### config.mk
export PLATFORM = sky130hd
export DESIGN_NAME = stream_frame_sched
export DESIGN_NICKNAME = d
export VERILOG_FILES = /design/src/rtl/stream_sched_pkg.sv /design/src/rtl/stream_frame_counter.sv /design/src/rtl/stream_frame_sched.sv
export SDC_FILE = /design/constraint.sdc
export NUM_CORES = 1
export LEC_CHECK = 0
export ABC_AREA = 1
export CAP_MARGIN = 20
export CORE_ASPECT_RATIO = 0.9
export CORE_UTILIZATION = 40
export CTS_BUF_LIST = sky130_fd_sc_hd__clkbuf_2
export DETAILED_ROUTE_END_ITERATION = 8
export HOLD_SLACK_MARGIN = 0.05
export PLACE_DENSITY = 0.71
export SLEW_MARGIN = 10
export SYNTH_ARGS = -nofsm -noshare
export SYNTH_HDL_FRONTEND = slang
export SYNTH_SLANG_ARGS = --single-unit
export TNS_END_PERCENT = 30
### constraint.sdc
create_clock -name aclk -period 2.55 [get_ports aclk]
set_input_delay 0.765 -clock aclk [delete_from_list [all_inputs] [get_ports aclk]]
set_output_delay 0.765 -clock aclk [all_outputs]
set_load 0.02 [all_outputs]
### src/rtl/stream_sched_pkg.sv
// rtl/stream_sched_pkg.sv - shared types and defaults for the frame scheduler
package stream_sched_pkg;

  typedef enum logic {
    ST_IDLE = 1'b0,
    ST_PASS = 1'b1
  } state_e;

  localparam int DEF_DATA_W   = 24;
  localparam int DEF_H_ACTIVE = 1920;
  localparam int DEF_V_ACTIVE = 1080;

endpackage

### src/rtl/stream_frame_counter.sv
// rtl/stream_frame_counter.sv - column/row position counter with end-of-line/frame flags
module stream_frame_counter #(
  parameter int H_ACTIVE = 1920,
  parameter int V_ACTIVE = 1080,
  parameter int COL_W    = 11,
  parameter int ROW_W    = 11
) (
  input  logic             clk,
  input  logic             resetn,
  input  logic             beat,
  input  logic             clr,
  output logic [COL_W-1:0] col,
  output logic [ROW_W-1:0] row,
  output logic             eol,
  output logic             eof
);

  logic [COL_W-1:0] col_q, col_d;
  logic [ROW_W-1:0] row_q, row_d;

  always_comb begin
    eol   = (col_q == COL_W'(H_ACTIVE - 1));
    eof   = eol && (row_q == ROW_W'(V_ACTIVE - 1));
    col_d = col_q;
    row_d = row_q;
    if (clr) begin
      col_d = '0;
      row_d = '0;
    end else if (beat) begin
      col_d = eol ? '0 : col_q + 1'b1;
      if (eol) begin
        row_d = eof ? '0 : row_q + 1'b1;
      end
    end
  end

  always_ff @(posedge clk) begin
    if (!resetn) begin
      col_q <= '0;
      row_q <= '0;
    end else begin
      col_q <= col_d;
      row_q <= row_d;
    end
  end

  assign col = col_q;
  assign row = row_q;

endmodule

### src/rtl/stream_frame_sched.sv
// rtl/stream_frame_sched.sv - frame-granular round-robin sharing of one video stream output
module stream_frame_sched
  import stream_sched_pkg::*;
#(
  parameter int DATA_W   = DEF_DATA_W,
  parameter int H_ACTIVE = DEF_H_ACTIVE,
  parameter int V_ACTIVE = DEF_V_ACTIVE
) (
  input  logic                aclk,
  input  logic                areset_n,
  input  logic [1:0]          src_en,
  input  logic [DATA_W-1:0]   s0_axis_tdata,
  input  logic                s0_axis_tvalid,
  input  logic                s0_axis_tuser,
  input  logic                s0_axis_tlast,
  output logic                s0_axis_tready,
  input  logic [DATA_W-1:0]   s1_axis_tdata,
  input  logic                s1_axis_tvalid,
  input  logic                s1_axis_tuser,
  input  logic                s1_axis_tlast,
  output logic                s1_axis_tready,
  output logic [DATA_W-1:0]   m_axis_tdata,
  output logic                m_axis_tvalid,
  output logic                m_axis_tuser,
  output logic                m_axis_tlast,
  output logic [DATA_W/8-1:0] m_axis_tkeep,
  input  logic                m_axis_tready,
  output logic                grant,
  output logic                busy,
  output logic                err_sof,
  output logic                err_eol,
  output logic [15:0]         frame_cnt0,
  output logic [15:0]         frame_cnt1
);

  localparam int COL_W = (H_ACTIVE > 1) ? $clog2(H_ACTIVE) : 1;
  localparam int ROW_W = (V_ACTIVE > 1) ? $clog2(V_ACTIVE) : 1;

  state_e      state_q, state_d;
  logic        grant_q, grant_d;
  logic        rr_q, rr_d;
  logic [1:0]  en_q, en_d;
  logic [15:0] fc0_q, fc0_d, fc1_q, fc1_d;

  logic [1:0]  s_tvalid, s_tuser, s_tlast, s_tready;
  logic [1:0]  en_eff, req, drain_rdy;
  logic [COL_W-1:0] col;
  logic [ROW_W-1:0] row;
  logic        eol, eof, beat, clr, sof_pos, sof_bad;

  assign s_tvalid = {s1_axis_tvalid, s0_axis_tvalid};
  assign s_tuser  = {s1_axis_tuser,  s0_axis_tuser};
  assign s_tlast  = {s1_axis_tlast,  s0_axis_tlast};

  stream_frame_counter #(
    .H_ACTIVE (H_ACTIVE),
    .V_ACTIVE (V_ACTIVE),
    .COL_W    (COL_W),
    .ROW_W    (ROW_W)
  ) u_counter (
    .clk    (aclk),
    .resetn (areset_n),
    .beat   (beat),
    .clr    (clr),
    .col    (col),
    .row    (row),
    .eol    (eol),
    .eof    (eof)
  );

  // Enables are frozen for the duration of a frame; the live value applies only in IDLE.
  always_comb begin
    en_eff = (state_q == ST_IDLE) ? src_en : en_q;
    for (int i = 0; i < 2; i++) begin
      req[i]       = en_eff[i] & s_tvalid[i] & s_tuser[i];
      drain_rdy[i] = ~en_eff[i] | (s_tvalid[i] & ~s_tuser[i]);
    end
  end

  always_comb begin
    state_d       = state_q;
    grant_d       = grant_q;
    rr_d          = rr_q;
    en_d          = en_eff;
    fc0_d         = fc0_q;
    fc1_d         = fc1_q;
    s_tready      = drain_rdy;
    m_axis_tdata  = grant_q ? s1_axis_tdata : s0_axis_tdata;
    m_axis_tvalid = 1'b0;
    m_axis_tuser  = 1'b0;
    m_axis_tlast  = 1'b0;
    err_sof       = 1'b0;
    err_eol       = 1'b0;
    busy          = 1'b0;
    beat          = 1'b0;
    clr           = 1'b1;
    sof_pos       = (col == '0) && (row == '0);
    sof_bad       = 1'b0;
    case (state_q)
      ST_IDLE: begin
        if (|req) begin
          state_d = ST_PASS;
          grant_d = (&req) ? rr_q : req[1];
        end
      end
      ST_PASS: begin
        busy    = 1'b1;
        clr     = 1'b0;
        // A start-of-frame mid-frame is refused so it can open the next frame.
        sof_bad = s_tvalid[grant_q] & s_tuser[grant_q] & ~sof_pos;
        m_axis_tvalid     = s_tvalid[grant_q] & ~sof_bad;
        m_axis_tuser      = sof_pos;
        m_axis_tlast      = eol;
        s_tready[grant_q] = m_axis_tready & ~sof_bad;
        beat    = m_axis_tvalid & m_axis_tready;
        err_eol = beat & (s_tlast[grant_q] != eol);
        err_sof = sof_bad;
        if (sof_bad) begin
          state_d = ST_IDLE;
          clr     = 1'b1;
        end else if (beat && eof) begin
          state_d = ST_IDLE;
          rr_d    = ~grant_q;
          if (grant_q) fc1_d = fc1_q + 16'd1;
          else         fc0_d = fc0_q + 16'd1;
        end
      end
      default: state_d = ST_IDLE;
    endcase
    if (!areset_n) s_tready = 2'b00;
  end

  always_ff @(posedge aclk) begin
    if (!areset_n) begin
      state_q <= ST_IDLE;
      grant_q <= 1'b0;
      rr_q    <= 1'b0;
      en_q    <= 2'b00;
      fc0_q   <= 16'd0;
      fc1_q   <= 16'd0;
    end else begin
      state_q <= state_d;
      grant_q <= grant_d;
      rr_q    <= rr_d;
      en_q    <= en_d;
      fc0_q   <= fc0_d;
      fc1_q   <= fc1_d;
    end
  end

  assign s0_axis_tready = s_tready[0];
  assign s1_axis_tready = s_tready[1];
  assign m_axis_tkeep   = '1;
  assign grant          = grant_q;
  assign frame_cnt0     = fc0_q;
  assign frame_cnt1     = fc1_q;

endmodule

# ---- Yosys cells after proc, flatten, opt, wreduce, memory -nomap -nowiden
# Index checks and enable logic that the tools add are counted.
dict set report word_totals {
  register_bits 59
  latch_bits 0
  ram_bits 0
  romBits 0
  wordCells 83
  memories 0
}
dict set report op_classes {
  addsub 4
  mul 0
  div 0
  magnitude_cmp 2
  n_eq_ne 3
  n_shift 0
  mux 29
  n_bitwise 23
  n_reduce_logical 14
}
# op n
set op_table {}
lappend op_table {{$add A16 B1 Y16 const B} 2}
lappend op_table {{$mux W24} 1}
lappend op_table {{$add A11 B1 Y11 const B} 2}
lappend op_table {{$eq A11 B11 Y1 const B} 2}
lappend op_table {{$logic_not A11 Y1} 2}
lappend op_table {{$mux W11} 2}
lappend op_table {{$mux W1} 20}
lappend op_table {{$and A1 B1 Y1} 12}
lappend op_table {{$not A1 Y1} 9}
lappend op_table {{$reduce_and A4 Y1} 2}
lappend op_table {{$mux W2} 3}
lappend op_table {{$reduce_and A2 Y1} 3}
lappend op_table {{$logic_and A1 B1 Y1} 4}
lappend op_table {{$reduce_or A2 Y1} 2}
lappend op_table {{$reduce_and A3 Y1} 1}
lappend op_table {{$bwmux W2} 1}
lappend op_table {{$lt A1 B2 Y1 const B} 1}
lappend op_table {{$or A1 B1 Y1} 2}
lappend op_table {{$pmux W1 S2} 1}
lappend op_table {{$demux W1 S1} 1}
lappend op_table {{$ge A1 B1 Y1 const B} 1}
lappend op_table {{$ne A1 B1 Y1} 1}

# ---- Longest topological paths before layout
dict set report logic_depth {
  depth_word 11
  ltp_mapped 15
  mapped_depth_nobuf 15
}

# ---- Hierarchy
# From an unflattened synthesis, not the netlist that was laid out.
dict set report hier_totals {
  cells_unflattened 645
  area_unflattened_um2 4042.6
}
# mod n_inst cells_per_inst area_per_inst_um2 seq_area_each_um2
set by_module_without_submodules {}
lappend by_module_without_submodules {stream_frame_sched 1 455 2736.4 740.7}
lappend by_module_without_submodules {stream_frame_counter 1 190 1306.3 440.4}

# ---- Least setup slack after synthesis
# No wires, ideal clock.
dict set report synth_path {
  path_type {input -> output}
  startpoint {input port s1_axis_tvalid}
  endpoint {output port err_eol}
  arrival_time_ns 1.914
  slack_ns -0.129
  path_stages 10
  cell_sequence {inv_1 nand2_1 o21ai_2 inv_2 nand2_1 inv_2 nand2_4 nand4_4 buf_2 nor2_1}
}
dict set report synth_via {
  elab_chain_len 9
}
# item line
set synth_rtl {}
lappend synth_rtl {{from (decl)} stream_frame_sched.sv:18} ;# input logic s1_axis_tvalid,
lappend synth_rtl {{$mux W1 (implied by the code) * (2 in series)} {stream_frame_sched.sv:110, stream_frame_sched.sv:111}}
lappend synth_rtl {{$and A1 B1 Y1 (2 in series)} stream_frame_sched.sv:110} ;# sof_bad = s_tvalid[grant_q] & s_tuser[grant_q] & ~sof_pos;
lappend synth_rtl {{$not A1 Y1 (no line)} n/a}
lappend synth_rtl {{$and A1 B1 Y1 *} stream_frame_sched.sv:111} ;# m_axis_tvalid = s_tvalid[grant_q] & ~sof_bad;
lappend synth_rtl {{$and A1 B1 Y1 *} stream_frame_sched.sv:115} ;# beat = m_axis_tvalid & m_axis_tready;
lappend synth_rtl {{$and A1 B1 Y1 *} stream_frame_sched.sv:116} ;# err_eol = beat & (s_tlast[grant_q] != eol);
lappend synth_rtl {{$mux W1 *} stream_frame_sched.sv:99} ;# case (state_q)
lappend synth_rtl {{to (decl)} stream_frame_sched.sv:31} ;# output logic err_eol,
# Mark *: on every way between the ends. The rest lies on a longest branch, timed or not. The select of a mux whose other input is x is not followed.

# ---- Worst setup path in the final report
dict set report layout_path {
  startpoint {register u_counter.col_q[0] (netlist: u_counter.col[0])}
  endpoint {output port err_sof}
}
dict set report layout_via {
  elab_chain_len 5
}
# item line
set layout_rtl {}
lappend layout_rtl {{from (decl)} stream_frame_counter.sv:18} ;# logic [COL_W-1:0] col_q, col_d;
lappend layout_rtl {{from (signal assigned)} stream_frame_counter.sv:42} ;# col_q <= col_d;
lappend layout_rtl {{$logic_not A11 Y1} stream_frame_sched.sv:97} ;# sof_pos = (col == '0) && (row == '0);
lappend layout_rtl {{$logic_and A1 B1 Y1} stream_frame_sched.sv:97}
lappend layout_rtl {{$not A1 Y1} stream_frame_sched.sv:110}
lappend layout_rtl {{$and A1 B1 Y1} stream_frame_sched.sv:110}
lappend layout_rtl {{$mux W1} stream_frame_sched.sv:99}
lappend layout_rtl {{to (decl)} stream_frame_sched.sv:30} ;# output logic err_sof,
# Every way passes these cells.

==> results.ini <==
[synthesis]
ys_seq_elements=59
seq_area_frac_synth_pct=30.8
synth_top_area_share_pct=30.8
synthMuxAreaShare_pct=0
synthXorXnorAreaFrac_pct=2.51
netlist_top_cells_area=dfxtp_1 31%, nand2_1 20%, nor2_1 8.9%
synth_compound_area_share_pct=9.60
yosys.area_share.simple_pct=44.9
yosysWarnings=0
async_flop_share_pct=0
synth_flop_cell=dfxtp_1
synth_top_cell_by_area=dfxtp_1
synth_edf_count=0
syn_area_per_cell_sq_um=6.11
synth.cell_area_sq_mm=0.00383
syn_inst=627
synth_top_family_by_area=simple AND/OR/NAND/NOR gates
synth_cell_types=37
synth_fa_ha_area_share_pct=1.96

[power]
power.leakage_nw=2.59
power.density_mw_per_mm2=324
max-vdd-ir-drop_mv=0.180

[sta]
hold_viol_final=0
rsz0062_at_grt=true
max_freq_ghz=0.365
period_needed_ns=2.74
layout_setup_ws_ns=-0.190
fin_crit_sh_pct=107
drv_slew=0
timing.hold.ws_ns=0.472
finClkSkew_ns=0.0317
fin_tns_setup_ns=-0.825
setup_violations=7

[final_layout]
n_antenna_cell=0
area_delta_synth_final_pct=52.6
post-route-util_pct=63.5
stdcell_area_sq_mm=0.00585
finalNetCount=889
fin_cells=950
drive_above_1_share_pct=22.3

[floorplanning]
io_pins=127
rows=33
initial_utilization_pct=41.6
die_height_um=94.9
coreArea_sq_mm=0.00921
dieArea_sq_mm=0.00998
dieWidth_um=105

[run_status]
violations=setup timing
outcome=finished with violations

[setup_path]
crit_path_end_kind=primary output
critPathKind=flop to primary output
rr_worst_depth=14
required_ns=1.79
rr_startpoint=u_counter.row[0]
rrSetupSlack_ns=0.31
crit_start=u_counter.col[0]
start_kind=flop
worstPathArrival_ns=1.97
crit_fanout=5
rr_endpoint=frame_cnt1[10]

[placement]
io_buffers=123
gp_congestion=0.872
dpl.hpwl_mm=9.28
dp_cells=925
dpl_cell_area_sq_mm=0.00565

[clock_tree]
cts.sinks=59
cts_made_buffers=9
htree_levels=3
cts_tree=built
path_clk_slew_ns=0.16
clk_latency_ns=0.52
cts.path.max_buffers=2
root_buffer=clkbuf_2

[routing]
wl_met1_mm=5.16
wl_met2_mm=5.63
dr_total_vias=4612
top_layer=met4
post_drt_wl_per_cell_um=12.4
route.detailed.drc=0
drt_wl_total_mm=11.8
wl_met3_um=784
drt_first_pass_iters=5
route.antenna.remaining_nets=0
drt-initial-drc-count=161
via_per_inst=4.85

[grt]
grt_pass1_wl_mm=19.5
grt_overflow_total=0
grt_pass1_vias=4353
grt.total_usage_pct=24.6
grt_max_degree=28
antenna_found_initial=0

[min_path]
min_from=u_counter.row[8]
hold_end=u_counter.row[8]
min_path_type=flop to flop
hold_depth=2

[flow_run]
max_cap_viol_count=0

## cells in the mapped netlist (5+ instances only)
cell type and number:
a21oi_1 36, buf_4 5, clkbuf_1 10, dfxtp_1 59
ha_1 6, inv_1 64, inv_2 10, nand2_1 202
nand3_1 33, nand4_1 16, nor2_1 91, nor2_4 8
nor3_1 24, o21ai_0 11, o21ai_1 9, xor2_1 8
## placed cells by master (no fill, tap or decap), types with 23 or more instances in the layout
cell type	instances
nand3_1	32
nand2_1	202
buf_4	79
clkdlybuf4s50_1	88
nor3_1	24
a21oi_1	34
inv_1	58
clkbuf_2	23
nor2_1	86
dfxtp_1	54
## worst max path at each step
stage,end,cells after the start
detailed placement,s0_axis_tready,11
floorplan,err_eol,10
finish,err_sof,12
global route,s0_axis_tready,11
CTS,s0_axis_tready,11
global placement,s0_axis_tready,9
## sequential cells by signal, indices dropped and copies added, names as in the netlist
| register | count |
|---|---|
| en_q | 2 |
| u_counter.col | 11 |
| grant | 1 |
| frame_cnt1 | 16 |
| u_counter.row | 11 |
| frame_cnt0 | 16 |
| state_q | 1 |
| rr_q | 1 |
## report_power, final
part / leakage [nW] / switching, W / internal (W)
Clock: 0.0673 / 0.000364 / 0.000214
Sequential: 0.479 / 0.00000329 / 0.000927
Combinational: 2.05 / 0.000199 / 0.000188
Total: 2.59 / 0.000566 / 0.00133
## cell type report
class,instances,area (sq um)
clock inverter,6,57.6
inverter,74,278
sequential,59,1190
fill,868,3360
tap,122,153
multi-input combinational,476,2360
clock buffer,9,45.0
timing repair buffer,204,1770
## layer usage
| metal | track usage (%) | vias to the layer above |
|---|---|---|
| met3 | 5.87 | 25 |
| li1 | - | 2372 |
| met5 | 0 | - |
| met1 | 29.3 | 2047 |
| met4 | 7.63 | 0 |
| met2 | 43.8 | 168 |
## cells by family (layout without fill, tap and decap cells)
group	Yosys count	after routing
AOI/OAI and AO/OA	67	67
buffers and inverters	94	293
xor gates and xnor gates	11	11
DFF	59	59
and+or+nand+nor	389	389
adders and majority gates	6	6
other	1	3
## per-stage QoR
step | power [W] | setup WS (ns)
after global routing | 0.00198 | -0.283
after floorplan | 0.00111 | 0.0101
after CTS | 0.00191 | -0.233
final | 0.00190 | -0.190
after global placement | 0.00134 | -0.886
after detailed placement | 0.00135 | -0.874
## critical path: stages, from the launching register on
cell and delay, ns:
dfxtp_2 0.36, inv_2 0.04, ha_1 0.18, nand2_1 0.06
inv_1 0.04, nand2_1 0.07, nor2_2 0.04, nand3_2 0.10
nand2_4 0.09, buf_4 0.15, buf_6 0.11, nor2_4 0.11
buf_6 0.13
## repair_timing
| item | in CTS | in global routing |
|---|---|---|
| hold endpoints to repair | 0 | 0 |
| setup buffers | 6 | 3 |
| gates resized for setup | 135 | 31 |
| setup endpoints to repair | 31 | 37 |
| pin swaps | 12 | 6 |
| cloned | 1 | 0 |
| hold buffers | 0 | 0 |
No activity file was read; power rests on OpenSTA's default activity.
==> RTL edit 1 (config.mk and constraints unchanged) <==
`fc0_q` and `fc1_q` no longer have a reset.
--- a/src/rtl/stream_frame_sched.sv
+++ b/src/rtl/stream_frame_sched.sv
@@ -137,6 +137,4 @@
       rr_q    <= 1'b0;
       en_q    <= 2'b00;
-      fc0_q   <= 16'd0;
-      fc1_q   <= 16'd0;
     end else begin
       state_q <= state_d;
@@ -144,7 +142,10 @@
       rr_q    <= rr_d;
       en_q    <= en_d;
-      fc0_q   <= fc0_d;
-      fc1_q   <= fc1_d;
     end
+  end
+
+  always_ff @(posedge aclk) begin
+    fc0_q <= fc0_d;
+    fc1_q <= fc1_d;
   end
 
Check against the original RTL: same outputs for any inputs over 10 cycles, from zero or initial values and one cycle with areset_n low; that may be too few to reach the edited logic, so the function may still have changed.
==> RTL edit 1 against the unedited design <==
- the run still ends with negative setup slack left
- wire length fell by 19%
- final cell count is 18% lower
- synthesized area decreased by 7.7%
- via count decreased by 20%
- fmax fell by 1.2%
- total power increased by 1.6%
- setup slack worse by 34 ps
- sequential cell count unchanged
- synthesized cell count fell by 26%
- critical path depth down 1
- cell area down 5.1%
- largest cell class unchanged
==> RTL edit 1: results (changes against the unedited design) <==
| Metric | Value |
|---|---|
| Outcome | finished with violations |
| Failing checks | negative setup slack |
| CTS clk-pin slew, worst paths | 180 ps (+20 ps) |
| Worst Path Arrival | 2010 ps (+40 ps) |
| Area contributors post-synth | edfxtp_1 (27%), dfxtp_1 (15%), nand2_1 (13%) |
| Worst-Skew Late Latency | 460 ps (-60 ps) |
| Inst Count DP | 754 (-18%) |
| Dpl hpwl | 7.21 mm (-22%) |
| Vias in the first global route | 3,550 (-18%) |
| EDFF count, synth | 32 (+32) |
| GRT Util Overall | 21.3% (-3.2 points) |
| Setup WS post-layout | -223 ps (-33.6 ps) |
| Avg Vias per Cell | 4.75 (-2.3%) |
| Avg Cell Area, Syn | 7.62 um^2 (+25%) |
| Distinct cells, synth | 39 (+5.4%) |
| R2r startpoint | u_counter.col[0]$_SDFFE_PP0P_ |
| Starting DRC count in detailed routing | 151 (-6.2%) |
| Startpoint Class | flip-flop |
| First-pass GRT wire length | 15.5 mm (-20%) |
| Skew final | 32.2 ps (+0.542 ps) |
| Pleak | 2.42 nW (-6.8%) |
| Register area share after synthesis | 42.4% (+12 points) |
| VDD IR max | 0.000256 V (+43%) |
| DR WL/cell | 12.2 um (-1.6%) |
| Largest net degree at the start of global routing | 20 (-29%) |
| Die width | 101 um (-3.9%) |
| Drt pass-1 iters | 4 (-1) |
| Switching Share | 27.0% (-2.9 points) |
| Layout Nets | 719 (-19%) |
| Layout cell share with drive strength beyond 1 | 24.3% (+1.9 points) |
| Cell family with most CP delay | simple AND/OR/NAND/NOR gates |
| WL final | 9.51 mm (-19%) |
| RD Place Congestion | 0.854 (-2.0%) |
| Setup violations, final | 6 (-1) |
| Critical Path Fanout Max | 3 (-2) |
| Top cells by count, synth | nand2_1 (127), nor2_1 (74), inv_1 (43) |
| Min-delay src | rr_q$_SDFFE_PN0P_ |
==> RTL edit 1: cell count changes in the layout (fill, tap and decap cells not counted), sizes merged, moves of 6 or more <==
cell,unedited run,this run
nand2,208,131
dfxtp,59,27
edfxtp,0,32
inv,74,46
a21oi,40,14
buf,98,77
nor2,103,86
nor3,24,8
xor2,8,21
nand4,17,7
clkdlybuf4s15,0,6
nand3,34,28
xnor2,3,9
==> RTL edit 1: area by class of cell <==
| class | instances | area [um^2] |
|---|---|---|
| multi-input cells | 348 | 1900 |
| clock buffers | 11 | 55.1 |
| flip-flops and latches | 59 | 1510 |
| repair buffers | 190 | 1720 |
| fillers | 776 | 3020 |
| well taps | 119 | 149 |
| clock inverters | 5 | 45.0 |
| inverters | 46 | 178 |
==> RTL edit 1: power groups by stage <==
stage                     Clock, mW  Combinational (mW)  Sequential, mW
final                         0.556               0.371           0.999
after global routing          0.610               0.397            1.00
after CTS                     0.570               0.369           0.999
after detailed placement          0               0.372            1.02
after global placement            0               0.367            1.02
after floorplan                   0               0.152            1.02
==> RTL edit 1: kinds of logic after synthesis <==
family	Yosys count	synth area share [%]
and+or+nand+nor	264	33.5
DFF	59	42.4
buffers and inverters	59	7.36
AOI/OAI and AO/OA	44	6.79
xor gates and xnor gates	30	7.43
adders and majority gates	6	2.12
other	1	0.106
muxes	1	0.283
==> RTL edit 1: path summary, 6_finish.rpt <==
kind                              to  slack (ps)  cells past startpoint
min                rr_q$_SDFFE_PN0P_         500                      2
max reg2reg  frame_cnt0[1]$_DFFE_PP_         180                     15
min reg2reg        rr_q$_SDFFE_PN0P_         500                      2
max                          err_eol        -220                     11
==> RTL edit 1: metal layers <==
metal | vias to the layer above | track usage, % | wire (um)
met4 | 0 | 8.94 | 241
met5 | - | 0 | 0
met1 | 1681 | 24.6 | 4030
met3 | 20 | 5.70 | 543
li1 | 1868 | - | -
met2 | 123 | 36.9 | 4690
==> RTL edit 1: per-stage QoR <==
stage                     TNS [ps]  setup slack (ps)  area, um^2  util, %
after global routing         -1860              -391        5550     64.8
after CTS                    -1100              -283        5540     64.6
final                        -1080              -223        5550     64.8
after global placement      -13180              -799        5310     62.0
after detailed placement    -15520              -840        5310     62.0
after floorplan              -84.5             -84.5        3550        -
==> RTL edit 1: worst reg2reg max path: stages (launching register included) <==
cell	delay, ps
dfxtp_2	370
inv_2	70
ha_4	150
nand2_4	60
nor3_4	110
nand3_2	150
nand2_4	130
buf_4	120
buf_6	80
buf_6	90
buf_4	130
nand3_1	120
nor2_1	140
nand3_1	100
inv_1	100
buf_12	160
==> RTL edit 1: what timing repair did <==
action                                  in CTS  in global routing
endpoints found under the setup margin      32                 28
gates resized for setup                    127                 35
buffers inserted                             5                  3
pin swaps                                    9                  7
==> RTL edit 2 (same settings) <==
Made on the original files. `DEF_DATA_W`: 24 -> 16.
--- a/src/rtl/stream_sched_pkg.sv
+++ b/src/rtl/stream_sched_pkg.sv
@@ -7,5 +7,5 @@
   } state_e;
 
-  localparam int DEF_DATA_W   = 24;
+  localparam int DEF_DATA_W   = 16;
   localparam int DEF_H_ACTIVE = 1920;
   localparam int DEF_V_ACTIVE = 1080;
Interface: changed (resized m_axis_tdata, m_axis_tkeep, s0_axis_tdata and s1_axis_tdata); port bits go from 127 to 102. No check against the original RTL was run, so the function may have changed too.
==> RTL edit 2 against the unedited design <==
- the run still ends with negative setup slack left
- highest routed layer unchanged
- total power fell by 9.9%
- cell area down 7.1%
- synthesized area is 3.1% lower
- critical path type unchanged
- synthesized cell count shrank 4.3%
- sequential cell count unchanged
- setup slack better by 30 ps
- largest power group unchanged
- largest cell class unchanged
- wire length shrank 11%
- clock power is 19% lower
==> RTL edit 2: results (changes against the unedited design) <==
| Metric | Value |
|---|---|
| Outcome | finished with violations |
| Failing checks | negative setup slack |
| Top cells by count, synth | nand2_1 (175), nor2_1 (99), inv_1 (66) |
| Internal power | 1.20 mW (-10%) |
| Layout cell share with drive strength beyond 1 | 21.1% (-1.2 points) |
| GRT Util Overall | 22.5% (-2.1 points) |
| Register area share after synthesis | 31.8% (+0.98 points) |
| Root Driver | clkbuf_2 |
| Area contributors post-synth | dfxtp_1 (32%), nand2_1 (18%), nor2_1 (10%) |
| Setup WS post-layout | -160 ps (+30.1 ps) |
| Initial antenna violation count | 0 (unchanged) |
| Inst Count DP | 868 (-6.2%) |
| RD Place Congestion | 0.895 (+2.7%) |
| Worst Setup EP | err_eol |
| Ant. Diodes | 0 (unchanged) |
| Avg Vias per Cell | 4.84 (-0.41%) |
| Clock power frac | 27.3% (-3.2 points) |
| Worst Path Arrival | 1940 ps (-30 ps) |
| Layout Nets | 817 (-8.1%) |
| Vias in the first global route | 3,940 (-9.5%) |
| WL final | 10.6 mm (-11%) |
| Worst slack, placed | -796 ps (+78.4 ps) |
| Cell family with most CP delay | simple AND/OR/NAND/NOR gates |
| Buffers on Ports | 99 (-20%) |
| Crit path largest cell delay | 350 ps |
| Drt pass-1 iters | 4 (-1) |
| WHS Path Cells | 2 (unchanged) |
| Placed Area | 5250 um^2 (-7.1%) |
| VDD IR max | 0.000179 V (-0.11%) |
| Hold_ws | 486 ps (+13.9 ps) |
| Combinational power | 0.313 mW (-19%) |
| Clock group | 0.466 mW (-19%) |
| Hold WC Path Type | reg -> reg |
| R2r startpoint | u_counter.row[0]$_SDFFE_PP0P_ |
| Post-cts sizing count | 95 (-30%) |
| Pleak | 2.39 nW (-7.7%) |
| First-pass GRT wire length | 17.5 mm (-11%) |
| Setup violations, final | 6 (-1) |
| Distinct cells, synth | 39 (+5.4%) |
| Setup_tns | -744 ps (+80.8 ps) |
| Startpoint Class | flip-flop |
| Worst hold endpoint | en_q[0]$_SDFF_PN0_ |
| Critical Path Fanout Max | 4 (-1) |
| R2R depth | 11 (-3) |
| Min-delay src | en_q[0]$_SDFF_PN0_ |
| Vias post-DR | 4,308 (-6.6%) |
| Top Consumer | registers |
| H-tree depth | 3 (unchanged) |
| Yosys Warn Count | 0 (unchanged) |
| Largest net degree at the start of global routing | 22 (-21%) |
| FF-to-FF End | frame_cnt1[6]$_SDFFE_PN0P_ |
| Avg Cell Area, Syn | 6.19 um^2 (+1.3%) |
| Starting DRC count in detailed routing | 176 (+9.3%) |
| Dpl hpwl | 8.14 mm (-12%) |
| R2r setup slk | 320 ps |
| Skew final | 27.4 ps (-4.27 ps) |
==> RTL edit 2: cell families (layout without fill, tap and decap cells) <==
kind of cell | count (synthesis) | in the layout | share of synthesized area [%]
other | 1 | 2 | 0.101
buffers and inverters | 89 | 260 | 10.2
adder cells (fa/ha/maj) | 6 | 6 | 2.02
AO/OA/AOI/OAI | 68 | 68 | 9.56
AND/OR/NAND/NOR | 369 | 369 | 44.5
XOR/XNOR | 8 | 8 | 1.89
flip-flops | 59 | 59 | 31.8
==> RTL edit 2: area by class of cell <==
class,count,area (um^2)
Clock buffer,11,55.1
Clock inverter,4,18.8
Fill cell,825,3370
Inverter,73,274
Multi-Input combinational cell,453,2270
Sequential cell,59,1190
Tap cell,119,149
Timing Repair Buffer,172,1480
==> RTL edit 2: routing by layer <==
layer	global-route usage (%)	up-vias	share of wire [%]
li1	-	2233	-
met3	6.13	19	6.2
met5	0	-	0
met2	39.0	130	47
met1	26.7	1926	45
met4	7.85	0	1.9
